**src/rtl/bus_pkg.sv**
```systemverilog
// Shared types and helpers for the multiplexed bus address-capture block.
package bus_pkg;

  localparam int unsigned BUSW_DEF = 16;
  localparam int unsigned SELW_DEF = 2;
  localparam int unsigned MAX_NCH  = 8;

  typedef enum logic {IDLE, PHASE} state_e;

  typedef struct packed {
    logic       valid;
    logic [2:0] idx;
  } rr_pick_t;

  // First set request strictly after ptr, wrapping; ptr itself is checked last.
  function automatic rr_pick_t rr_pick(input logic [MAX_NCH-1:0] req,
                                       input logic [2:0]         ptr,
                                       input int unsigned        nch);
    rr_pick_t   r;
    logic [2:0] ci;
    r = '0;
    for (int unsigned k = 1; k <= MAX_NCH; k++) begin
      ci = 3'(({29'd0, ptr} + k) % nch);
      if (!r.valid && k <= nch && req[ci]) begin
        r.valid = 1'b1;
        r.idx   = ci;
      end
    end
    return r;
  endfunction

endpackage

```
**src/rtl/rr_arbiter.sv**
```systemverilog
// Combinational round-robin picker over NCH requests, starting after ptr_i.
module rr_arbiter import bus_pkg::*; #(
  parameter int unsigned NCH  = 2,
  parameter int unsigned IDXW = (NCH > 1) ? $clog2(NCH) : 1
) (
  input  logic [NCH-1:0]  req_i,
  input  logic [IDXW-1:0] ptr_i,
  output logic [IDXW-1:0] gnt_idx_o,
  output logic            gnt_vld_o
);

  logic [MAX_NCH-1:0] req_ext;
  logic [2:0]         ptr_ext;
  rr_pick_t           pick;

  always_comb begin
    req_ext          = '0;
    req_ext[NCH-1:0] = req_i;
    ptr_ext          = 3'(ptr_i);
    pick             = rr_pick(req_ext, ptr_ext, NCH);
    gnt_vld_o        = pick.valid;
    gnt_idx_o        = IDXW'(pick.idx);
  end

endmodule

```
**src/rtl/bus_addr_mux.sv**
```systemverilog
// Round-robin multiplexed-bus address capture for NCH requesters.
// Define BUSMUX_REQ_LATCH_EN to treat req as pulses latched into per-channel pending bits.
module bus_addr_mux import bus_pkg::*; #(
  parameter int unsigned NCH    = 2,
  parameter int unsigned BUSW   = BUSW_DEF,
  parameter int unsigned SELW   = SELW_DEF,
  parameter int unsigned PHASES = 2,
  parameter int unsigned DELAY  = 1,
  parameter int unsigned IDXW   = (NCH > 1) ? $clog2(NCH) : 1
) (
  input  logic                   clk,
  input  logic                   rst_n,
  input  logic [NCH*SELW-1:0]    sel_base,
  input  logic [NCH-1:0]         req,
  output logic [SELW-1:0]        sel,
  input  logic [BUSW-1:0]        bus,
  output logic [PHASES*BUSW-1:0] addr,
  output logic [NCH-1:0]         ack,
  output logic [IDXW-1:0]        ack_ch
);

  localparam int unsigned PHW = (PHASES > 1) ? $clog2(PHASES) : 1;
  localparam int unsigned AW  = PHASES * BUSW;

  state_e          state_q, state_d;
  logic [SELW-1:0] sel_q, sel_d;
  logic [AW-1:0]   addr_q, addr_d;
  logic [AW-1:0]   stage_q, stage_d;
  logic [NCH-1:0]  ack_q, ack_d;
  logic [IDXW-1:0] ack_ch_q, ack_ch_d;
  logic [PHW-1:0]  phase_q, phase_d;
  logic [3:0]      ctr_q, ctr_d;
  logic [IDXW-1:0] ptr_q, ptr_d;

  logic [NCH-1:0]  elig;
  logic [IDXW-1:0] gnt_idx;
  logic            gnt_vld;
  logic [SELW-1:0] base_gnt, base_cur;

`ifdef BUSMUX_REQ_LATCH_EN
  logic [NCH-1:0] pend_q, pend_d, pend_clr;

  // A pulse landing on the same edge as the grant clear keeps the bit set.
  always_comb begin
    pend_clr = '0;
    if (state_q == IDLE && gnt_vld) pend_clr[gnt_idx] = 1'b1;
    pend_d = (pend_q & ~pend_clr) | req;
  end

  always_ff @(posedge clk or negedge rst_n) begin
    if (!rst_n) pend_q <= '0;
    else        pend_q <= pend_d;
  end

  assign elig = pend_q;
`else
  // Masking the acked channel stops a still-held req from being regranted.
  assign elig = req & ~ack_q;
`endif

  rr_arbiter #(.NCH(NCH), .IDXW(IDXW)) u_arb (
    .req_i     (elig),
    .ptr_i     (ptr_q),
    .gnt_idx_o (gnt_idx),
    .gnt_vld_o (gnt_vld)
  );

  assign base_gnt = sel_base[gnt_idx*SELW +: SELW];
  assign base_cur = sel_base[ptr_q*SELW +: SELW];

  always_comb begin
    state_d  = state_q;
    sel_d    = sel_q;
    addr_d   = addr_q;
    stage_d  = stage_q;
    ack_d    = '0;
    ack_ch_d = ack_ch_q;
    phase_d  = phase_q;
    ctr_d    = ctr_q;
    ptr_d    = ptr_q;
    case (state_q)
      IDLE: begin
        if (gnt_vld) begin
          sel_d   = base_gnt;
          phase_d = '0;
          ctr_d   = 4'(DELAY);
          ptr_d   = gnt_idx;
          state_d = PHASE;
        end
      end
      PHASE: begin
        if (ctr_q != 4'd0) begin
          ctr_d = ctr_q - 4'd1;
        end else begin
          stage_d[phase_q*BUSW +: BUSW] = bus;
          if (phase_q != PHW'(PHASES - 1)) begin
            phase_d = phase_q + 1'b1;
            sel_d   = base_cur + SELW'(phase_q) + SELW'(1);
            ctr_d   = 4'(DELAY);
          end else begin
            // stage_d already holds the final slice straight from the bus.
            addr_d        = stage_d;
            ack_d[ptr_q]  = 1'b1;
            ack_ch_d      = ptr_q;
            state_d       = IDLE;
          end
        end
      end
      default: state_d = IDLE;
    endcase
  end

  always_ff @(posedge clk or negedge rst_n) begin
    if (!rst_n) begin
      state_q  <= IDLE;
      sel_q    <= '0;
      addr_q   <= '0;
      ack_q    <= '0;
      ack_ch_q <= '0;
      phase_q  <= '0;
      ctr_q    <= '0;
      ptr_q    <= IDXW'(NCH - 1);
    end else begin
      state_q  <= state_d;
      sel_q    <= sel_d;
      addr_q   <= addr_d;
      ack_q    <= ack_d;
      ack_ch_q <= ack_ch_d;
      phase_q  <= phase_d;
      ctr_q    <= ctr_d;
      ptr_q    <= ptr_d;
    end
  end

  // Staging is pure datapath and is only ever read after being written.
  always_ff @(posedge clk) begin
    stage_q <= stage_d;
  end

  assign sel    = sel_q;
  assign addr   = addr_q;
  assign ack    = ack_q;
  assign ack_ch = ack_ch_q;

endmodule

```
**config.mk**
```make
export PLATFORM = sky130hd
export DESIGN_NAME = bus_addr_mux
export DESIGN_NICKNAME = d
export VERILOG_FILES = /design/src/rtl/bus_pkg.sv /design/src/rtl/rr_arbiter.sv /design/src/rtl/bus_addr_mux.sv
export SDC_FILE = /design/constraint.sdc
export NUM_CORES = 1
export LEC_CHECK = 0
export ABC_AREA = 1
export ABC_CLOCK_PERIOD_IN_PS = 5500
export BUFFER_PORTS_ARGS = -buffer_cell sky130_fd_sc_hd__buf_4
export CORE_MARGIN = 3
export CORE_UTILIZATION = 56
export DETAILED_ROUTE_END_ITERATION = 16
export PLACE_DENSITY = 0.93
export SETUP_SLACK_MARGIN = 0.02
export SLEW_MARGIN = 15
export SYNTH_ARGS = -nofsm -noshare
export SYNTH_HDL_FRONTEND = slang
export SYNTH_SLANG_ARGS = --single-unit
```
**constraint.sdc**
```tcl
create_clock -name clk -period 5.5 [get_ports clk]
set_input_delay 0.55 -clock clk [delete_from_list [all_inputs] [get_ports clk]]
set_output_delay 0.55 -clock clk [all_outputs]
set_load 0.01 [all_outputs]
```
==> results_dict.tcl <==
set metrics [dict create \
    worstSkewPairLatency_ns 0.34 \
    ant_nets 0 \
    max-cap-violations 0 \
    die-area_um2 5550 \
    synth-main-ff-cell "dfrtp_1" \
    cp-end-kind "register" \
    clockBufferDepth 2 \
    wl_per_cell_um 13.5 \
    r2r_end "addr[19]" \
    num_rows 24 \
    area_delta_synth_final_pct 22.3 \
    path_max_fanout 51 \
    rsz0062_at_grt "no" \
    layout-drive-gt1-share_pct 27.2 \
    portBuffers 60 \
    worst-setup-path-type "register to register" \
    rrSetupSlack_ns 3.43 \
    period_share_pct 37.7 \
    cts_resized 0 \
    yosys.area.top_type_share_pct 40.9 \
    hold_violations 0 \
    max_freq_ghz 0.482 \
    path_delay_family "flip-flops" \
    relSlewSlack_pct 41.7 \
    cp.required_ns 5.70 \
    synth_fp_nets 303 \
    cts_sinks 60 \
    setup_slack_ns 3.43 \
    startpoint "phase_q" \
    final_area_um2 3220 \
    cts_tree "yes" \
    dp_hpwl_mm 3.57 \
    drt_iter0_markers 131 \
    yosysWarnings 0 \
    slowest_delay_ns 0.91 \
    total_power_mw 1.89 \
    overflow 0 \
    p_leak_nw 1.69 \
    pre_cts_slack_ns 3.46 \
    synth_area_leaders "dfrtp_1 (41%), edfxtp_1 (18%), nand2_1 (16%), o21ai_2 (5.3%), inv_1 (4.4%)" \
    htree_levels 3 \
    power_per_cell_area_nw_per_um2 588 \
    core_um2 4440 \
    drv_slew 0 \
    finalHoldWorstSlack_ns 0.203 \
    hold_path.class "input port to async pin" \
    root_buffer "clkbuf_8" \
    postSynthCellCount 276 \
    gp_congestion 0.822 \
    synth_edf_count 16 \
    grt_pass1_vias 1973 \
    antenna_cells 0 \
    seq_area_frac_synth_pct 60.2 \
    cp_slowest_cell "dfrtp_1" \
    period_needed_ns 2.07 \
    routed-via-count 2015 \
    synth_most_common_cell "nand2_1" \
    grt_max_degree 52 \
    crit_path_start_kind "register" \
    yosysTopAreaCell "dfrtp_1" \
    synth_common_cells "nand2_1 (109), dfrtp_1 (43), inv_1 (31)" \
    drc 0 \
    grt_pass1_wl_mm 8.83 \
    critical_path_buf_inv_count 1 \
    tns_ns 0 \
    setup_viol_count_final 0 \
    dpl.cell_count 378 \
    layout.nets 364 \
    initial_core_util_pct 59.1 \
    ios 61 \
    placed_cell_area_um2 3060 \
    detail_route.vias_per_cell 5.11 \
    die_height_um 74.5 \
    synth_cell_types 24 \
    tightest_slew_ns 0.874 \
    path_cells "nand2_2, nor2_8, inv_4, nand2_1, o21ai_2" \
    layout.cells.non_filler 394 \
    ctsHoldBuffers 0 \
    status "completed" \
    first_pass_iters 4 \
    post-cts-setup-buffer-count 0 \
    path_clk_slew_ns 0.06 \
    fin_util_pct 72.4 \
    arrival_ns 2.28 \
    grt.total_usage_pct 21.4 \
    syn_area_um2 2630 \
    r2r-start "phase_q" \
    die_x_um 74.5 \
    synth_seq_cells 60 \
    syn_area_per_cell_um2 9.52 \
    peakVddDrop_mv 0.318 \
    finalWirelength_mm 5.32 \
    finClkSkew_ns 0.00715 \
    async_flop_share_pct 73.3 \
    r2r.worst_path.cells 5 \
    antenna_found_initial 0 \
    cts_buffers 9 \
]
-- placed cells by master, fill, tap and decap left out, drive strengths merged --
cell type and instances:
edfxtp 16, ha 3, nor3 1, mux2i 1, xnor2 1, o21ai 34
xor2 1, o22ai 1, nor2 9, inv 32, nand2 111, nand3 10
dfstp 1, a21oi 1, clkinv 4, buf 61, dfrtp 43, clkbuf 12
-- power by group --
group | internal (mW) | total [mW] | switching (mW) | leakage, nW
Combinational | 0.334 | 0.758 | 0.424 | 0.931
Sequential | 0.678 | 0.815 | 0.137 | 0.684
Clock | 0.158 | 0.317 | 0.159 | 0.0769
-- layout make-up --
type                            count  area, um2
Sequential cell                    60       1580
Fill cell                         323       1230
Multi-Input combinational cell    173        836
Timing Repair Buffer               61        458
Clock buffer                       12        135
Inverter                           32        123
Tap cell                           52       65.1
Clock inverter                      4       16.3
-- metal layers --
| metal | up-vias | share of wire [%] | GRT usage, % |
|---|---|---|---|
| met3 | 15 | 6.0 | 5.95 |
| met4 | 0 | 2.8 | 9.88 |
| met5 | - | 0 | 0 |
| li1 | 990 | - | - |
| met2 | 72 | 51 | 35.6 |
| met1 | 938 | 40 | 26.0 |
-- worst max path at each step --
stage,to,cells after the start
floorplan,stage_q[0],4
global placement,ack_ch,5
detailed placement,addr[23],5
CTS,addr[27],5
global route,addr[19],5
finish,addr[19],5
-- sequential cells by signal, summed over array words and instances (netlist names) --
name / flops
ack: 2
ack_ch: 1
addr: 32
ctr_q: 4
phase_q: 1
ptr_q: 1
sel: 2
stage_q: 16
state_q: 1
-- cell families (layout without fill, tap and decap cells) --
family | after synthesis | count (layout) | share of synthesized area (%)
AO/OA/AOI/OAI | 36 | 36 | 9.19
XOR/XNOR | 2 | 2 | 0.666
adder cells (fa/ha/maj) | 3 | 3 | 1.43
buffers and inverters | 43 | 109 | 8.00
flip-flops | 60 | 60 | 60.2
multiplexers | 1 | 1 | 0.381
AND/OR/NAND/NOR | 131 | 131 | 20.1
(Power assumes the default switching activity.)
